**src/rtl/ff_excitation_driver.sv**
```systemverilog
// Excitation generator for a bank of D/SR/JK/T flip-flops: drives one target per transaction and checks q.
// Optional FF_DRV_SELFCHECK_EN: compare q_i in CHECK, flag mismatch and resync the model to the bank.
//
// state  | meaning
// IDLE   | ready for a target
// DRIVE  | excitation applied for one cycle
// SETTLE | hold code for SETTLE_CYC cycles
// CHECK  | done pulse, model update
module ff_excitation_driver #(
  parameter int WIDTH      = 8,
  parameter int FF_TYPE    = 2,
  parameter int SETTLE_CYC = 1
) (
  input  logic             clk,
  input  logic             rst_n,
  input  logic             tgt_valid,
  input  logic [WIDTH-1:0] tgt_data,
  output logic             tgt_ready,
  input  logic [WIDTH-1:0] q_i,
  output logic [WIDTH-1:0] d_o,
  output logic [WIDTH-1:0] s_o,
  output logic [WIDTH-1:0] r_o,
  output logic [WIDTH-1:0] j_o,
  output logic [WIDTH-1:0] k_o,
  output logic [WIDTH-1:0] t_o,
  output logic             done,
  output logic             mismatch,
  output logic [WIDTH-1:0] cur_state
);

  typedef enum logic [1:0] {IDLE, DRIVE, SETTLE, CHECK} state_t;

  state_t           state, state_nxt;
  logic [WIDTH-1:0] tgt_q;
  logic [WIDTH-1:0] chk_val;
  logic [WIDTH-1:0] rise, fall;
  logic [3:0]       cnt;

`ifdef FF_DRV_SELFCHECK_EN
  assign chk_val  = q_i;
  assign mismatch = (state == CHECK) && (q_i != tgt_q);
`else
  logic unused_q;
  assign unused_q = ^q_i;
  assign chk_val  = tgt_q;
  assign mismatch = 1'b0;
`endif

  always_ff @(posedge clk) begin
    if (!rst_n) begin
      state     <= IDLE;
      tgt_q     <= '0;
      cur_state <= '0;
      cnt       <= 4'd0;
    end else begin
      state <= state_nxt;
      if (state == IDLE && tgt_valid)
        tgt_q <= tgt_data;
      if (state == DRIVE)
        cnt <= 4'(SETTLE_CYC - 1);
      else if (state == SETTLE && cnt != 4'd0)
        cnt <= cnt - 4'd1;
      if (state == CHECK)
        cur_state <= chk_val;
    end
  end

  always_comb begin
    state_nxt = state;
    tgt_ready = 1'b0;
    done      = 1'b0;
    case (state)
      IDLE: begin
        tgt_ready = 1'b1;
        if (tgt_valid) state_nxt = DRIVE;
      end
      DRIVE:  state_nxt = SETTLE;
      SETTLE: if (cnt == 4'd0) state_nxt = CHECK;
      CHECK: begin
        done      = 1'b1;
        state_nxt = IDLE;
      end
      default: state_nxt = IDLE;
    endcase
  end

  // Only 0->1 and 1->0 bits are excited; don't-cares resolve to 0 so S=R=1 and J=K=1 never occur.
  assign rise = ~cur_state & tgt_q;
  assign fall = cur_state & ~tgt_q;

  always_comb begin
    d_o = '0;
    s_o = '0;
    r_o = '0;
    j_o = '0;
    k_o = '0;
    t_o = '0;
    if (FF_TYPE == 0) begin
      d_o = tgt_q;
    end else if (state == DRIVE) begin
      if (FF_TYPE == 1) begin
        s_o = rise;
        r_o = fall;
      end else if (FF_TYPE == 2) begin
        j_o = rise;
        k_o = fall;
      end else begin
        t_o = cur_state ^ tgt_q;
      end
    end
  end

endmodule

```
**config.mk**
```make
export PLATFORM = sky130hd
export DESIGN_NAME = ff_excitation_driver
export DESIGN_NICKNAME = d
export VERILOG_FILES = /design/src/rtl/ff_excitation_driver.sv
export SDC_FILE = /design/constraint.sdc
export NUM_CORES = 1
export LEC_CHECK = 0
export CORE_MARGIN = 1
export CORE_UTILIZATION = 38
export DETAILED_ROUTE_END_ITERATION = 8
export PLACE_DENSITY_LB_ADDON = 0.3
export SYNTH_ARGS = -nofsm -noshare
export SYNTH_HDL_FRONTEND = slang
export SYNTH_SLANG_ARGS = --single-unit
```
**constraint.sdc**
```tcl
create_clock -name clk -period 1.5 [get_ports clk]
set_input_delay 0.15 -clock clk [delete_from_list [all_inputs] [get_ports clk]]
set_output_delay 0.15 -clock clk [all_outputs]
set_load 0.03 [all_outputs]
```
==> results <==
-- what timing repair did --
action,4_1_cts,5_1_grt
setup endpoints to repair,27,24
pin swaps,0,2
hold buffers,0,0
buffers inserted,3,1
hold endpoints to repair,0,0
resized for setup,17,25
-- metrics by stage --
step	std cells	setup WS, ns	TNS (ns)
CTS	250	0.00466	0
global placement	244	0.0612	0
floorplan	194	-0.0456	-0.0456
global route	251	-0.0419	-0.271
detailed placement	244	-0.00987	-0.0195
finish	251	0.0249	0
-- synthesized netlist by cell type (all sizes together), types with 4 or more instances --
master and number:
inv 4, nor2b 9, a21boi 8, nand3 9
ha 6, and3b 8, dfxtp 22, buf 37
nand2 22, nor2 10, mux2i 10
-- worst max-delay path by stage --
stage	to	slack (ns)	cells past startpoint
2_1_floorplan	state[0]$_SDFFE_PN0P_	-0.05	6
3_3_place_gp	k_o[1]	0.06	4
3_5_place_dp	j_o[2]	-0.01	5
4_1_cts	state[1]$_SDFFE_PN0P_	0.005	5
5_1_grt	j_o[3]	-0.04	6
6_report	k_o[5]	0.02	5
-- area by class of cell --
| class | count | area (um^2) |
|---|---|---|
| Inverter | 4 | 15.0 |
| Sequential cell | 22 | 447 |
| Tap cell | 46 | 57.6 |
| Timing Repair Buffer | 48 | 463 |
| Clock buffer | 3 | 22.5 |
| Fill cell | 333 | 1570 |
| Multi-Input combinational cell | 128 | 817 |
-- cell families after synthesis --
group / Yosys count
compound gates: 14
fa+ha+maj: 6
buf+inv: 44
flops: 22
mux: 10
other cells: 1
simple gates: 65
-- layer usage --
metal  vias up  share of wire (%)  global-route usage [%]
met1       500                 40                    16.2
met5         -                  0                       0
met3         4                5.0                    3.73
li1        550                  -                       -
met2        48                 54                    29.5
met4         0                1.1                    5.40
-- cell usage in the layout, fill, tap and decap left out, types with 3 or more instances in the layout --
cell type	count
conb_1	33
nand2_1	21
dfxtp_1	19
buf_6	16
buf_4	13
mux2i_1	10
clkdlybuf4s50_1	10
nand3_1	9
and3b_1	8
nor2_2	8
a21boi_0	8
nor2b_1	8
dlygate4sd2_1	8
clkbuf_4	3
-- registers in the layout, indices dropped and copies added (netlist names) --
name and count:
cur_state 8, state 2, cnt 4, chk_val 8
-- power by group through the flow --
stage | Combinational (W) | Clock [W] | Sequential, W
2_1_floorplan | 0.000719 | 0 | 0.000734
3_3_place_gp | 0.000926 | 0 | 0.000723
3_5_place_dp | 0.000961 | 0 | 0.000732
4_1_cts | 0.00107 | 0.000273 | 0.000733
5_1_grt | 0.00125 | 0.000296 | 0.000754
6_report | 0.00116 | 0.000262 | 0.000740
-- worst min-delay path, delay by kind of cell --
kind / cells / cell delay [ns]
AOI/OAI and AO/OA: 1 / 0.06
buffers and inverters: 1 / 0.40
and+or+nand+nor: 1 / 0.06
==> run_results.csv <==
group,metric,value,unit
sta,fmax,0.678,GHz
worst_setup_path,worstPathMaxFanout,3,
run_status,status,"complete, no violations",
synth,async_reset_ff_share,0,%
worst_setup_path,cp_slowest_stage_delay,0.36,ns
power,clockPowerShare,12.1,%
clock_network,clkTransAtPathRegs,0.12,ns
place,place.gp.congestion,0.731,
power,comb_power_share,53.7,%
worst_hold_path,min_from,"tgt_data[2]",
worst_setup_path,critPathKind,"flop to output pin",
synth,ys_types,27,
synth,syn_area_per_cell,8.40,um^2
die,core,3390,um^2
global_route,overflow,0,
cells_and_area,area_growth,33.8,%
power,p_int,0.00125,W
sta,fin_crit,1.48,ns
synth,syn-cell-area,1360,um^2
worst_setup_path,start_kind,"flop",
synth,synth_top_family_by_area,"simple AND/OR/NAND/NOR gates",
worst_setup_path,r2r_start,"cnt[1]$_SDFFE_PP0P_",
place,port_buffers,36,
synth,synth_compound_area_share,7.63,%
detailed_routing,route.detailed.drc,0,
die,core.rowCount,21,
cells_and_area,final_nets,232,
worst_setup_path,crit_family,"flip-flops",
die,die_x,61.9,um
synth,synth_area_leader_cell,"dfxtp_1",
clock_network,numCtsBuffers,3,
worst_hold_path,holdPathEnd,"chk_val[2]$_SDFFE_PN0P_",
synth,synth_xor_area_share,0,%
die,io_pins,78,
sta,hold_slack,0.414,ns
synth,yosysTopAreaCellShare,32.4,%
power,netSwitchingFraction,42.3,%
sta,finalSetupViolations,0,
global_route,grt_pass1_wl,4300,um
worst_setup_path,worst_path_max_delay_cell,"dfxtp_2",
run,cap_violations,0,
clock_network,clkLatencyLatePin,0.30,ns
global_route,grt_max_degree,13,
detailed_routing,route.antenna.remaining_nets,0,
synth,synth_seq_cells,22,
global_route,grt_pass1_vias,1009,
synth,synthSimpleGateAreaFrac,25.4,%
worst_setup_path,rrSetupSlack,0.07,ns
clock_network,cts_tree,"built",
cells_and_area,layout-drive-gt1-share,26.8,%
place,dp_hpwl,2050,um
clock_network,htree_levels,1,
worst_setup_path,critPathLaunch,"state[1]$_SDFFE_PN0P_",
sta,rsz0062_at_grt,"true",
worst_setup_path,crit_chain,"inv_2 > ha_4 > buf_4 > and3b_1 > buf_6",
power,finalPower,0.00216,W
worst_setup_path,setup.worst_path.end_class,"output pin",
worst_hold_path,worstHoldPathType,"primary input to flop",
power,netSwitchingPower,0.000914,W
die,die-height,61.9,um
clock_network,cts.sinks,22,
sta,drv_slew,0,
cells_and_area,final_util,53.7,%
synth,synth_flop_cell,"dfxtp_1",
detailed_routing,vias_per_cell,4.39,
detailed_routing,drt_first_pass_iters,4,
clock_network,ctsRootBufferMaster,"clkbuf_4",
global_route,grt_antenna_before_repair,0,
sta,hold_viol,0,
synth,yosys.area_share.adder,5.51,%
global_route,grtUsageTotal,15.4,%
sta,min_period_over_period,98.3,%
power,seq_power_share,34.2,%
detailed_routing,wire_per_inst,11.2,um
place,place_area,1660,um^2
power,peakVddDrop,0.652,mV
power,leakagePower,0.828,nW
worst_setup_path,crit_required,1.35,ns
synth,synthTopCellsByArea,"dfxtp_1 (32%), buf_4 (18%), mux2i_1 (7.4%)",
synth,synth.yosys.seq_area_share,32.4,%
synth,ys_warn_count,0,
die,start_util,40.2,%
worst_setup_path,cp_num_buf_inv,3,
detailed_routing,drt_iter0_drc,31,
detailed_routing,vias,1102,
die,die_area,3830,um^2
synth,synth_edf_count,0,
cells_and_area,fin_area,1820,um^2
clock_network,clk_path_buf_depth,2,
cells_and_area,n_antenna_cell,0,
worst_setup_path,worstRegToRegCells,5,
sta,fin_skew,0.00427,ns
worst_setup_path,arrival,1.33,ns
worst_setup_path,r2r_end,"state[1]$_SDFFE_PN0P_",
synth,synthMuxAreaShare,7.35,%
synth,netlist_instances,162,
detailed_routing,wl,2820,um
worst_hold_path,whs_path_depth,3,
power,powerDensity,1190,nW/um^2
Note: power is estimated with default switching activity, not from simulation.
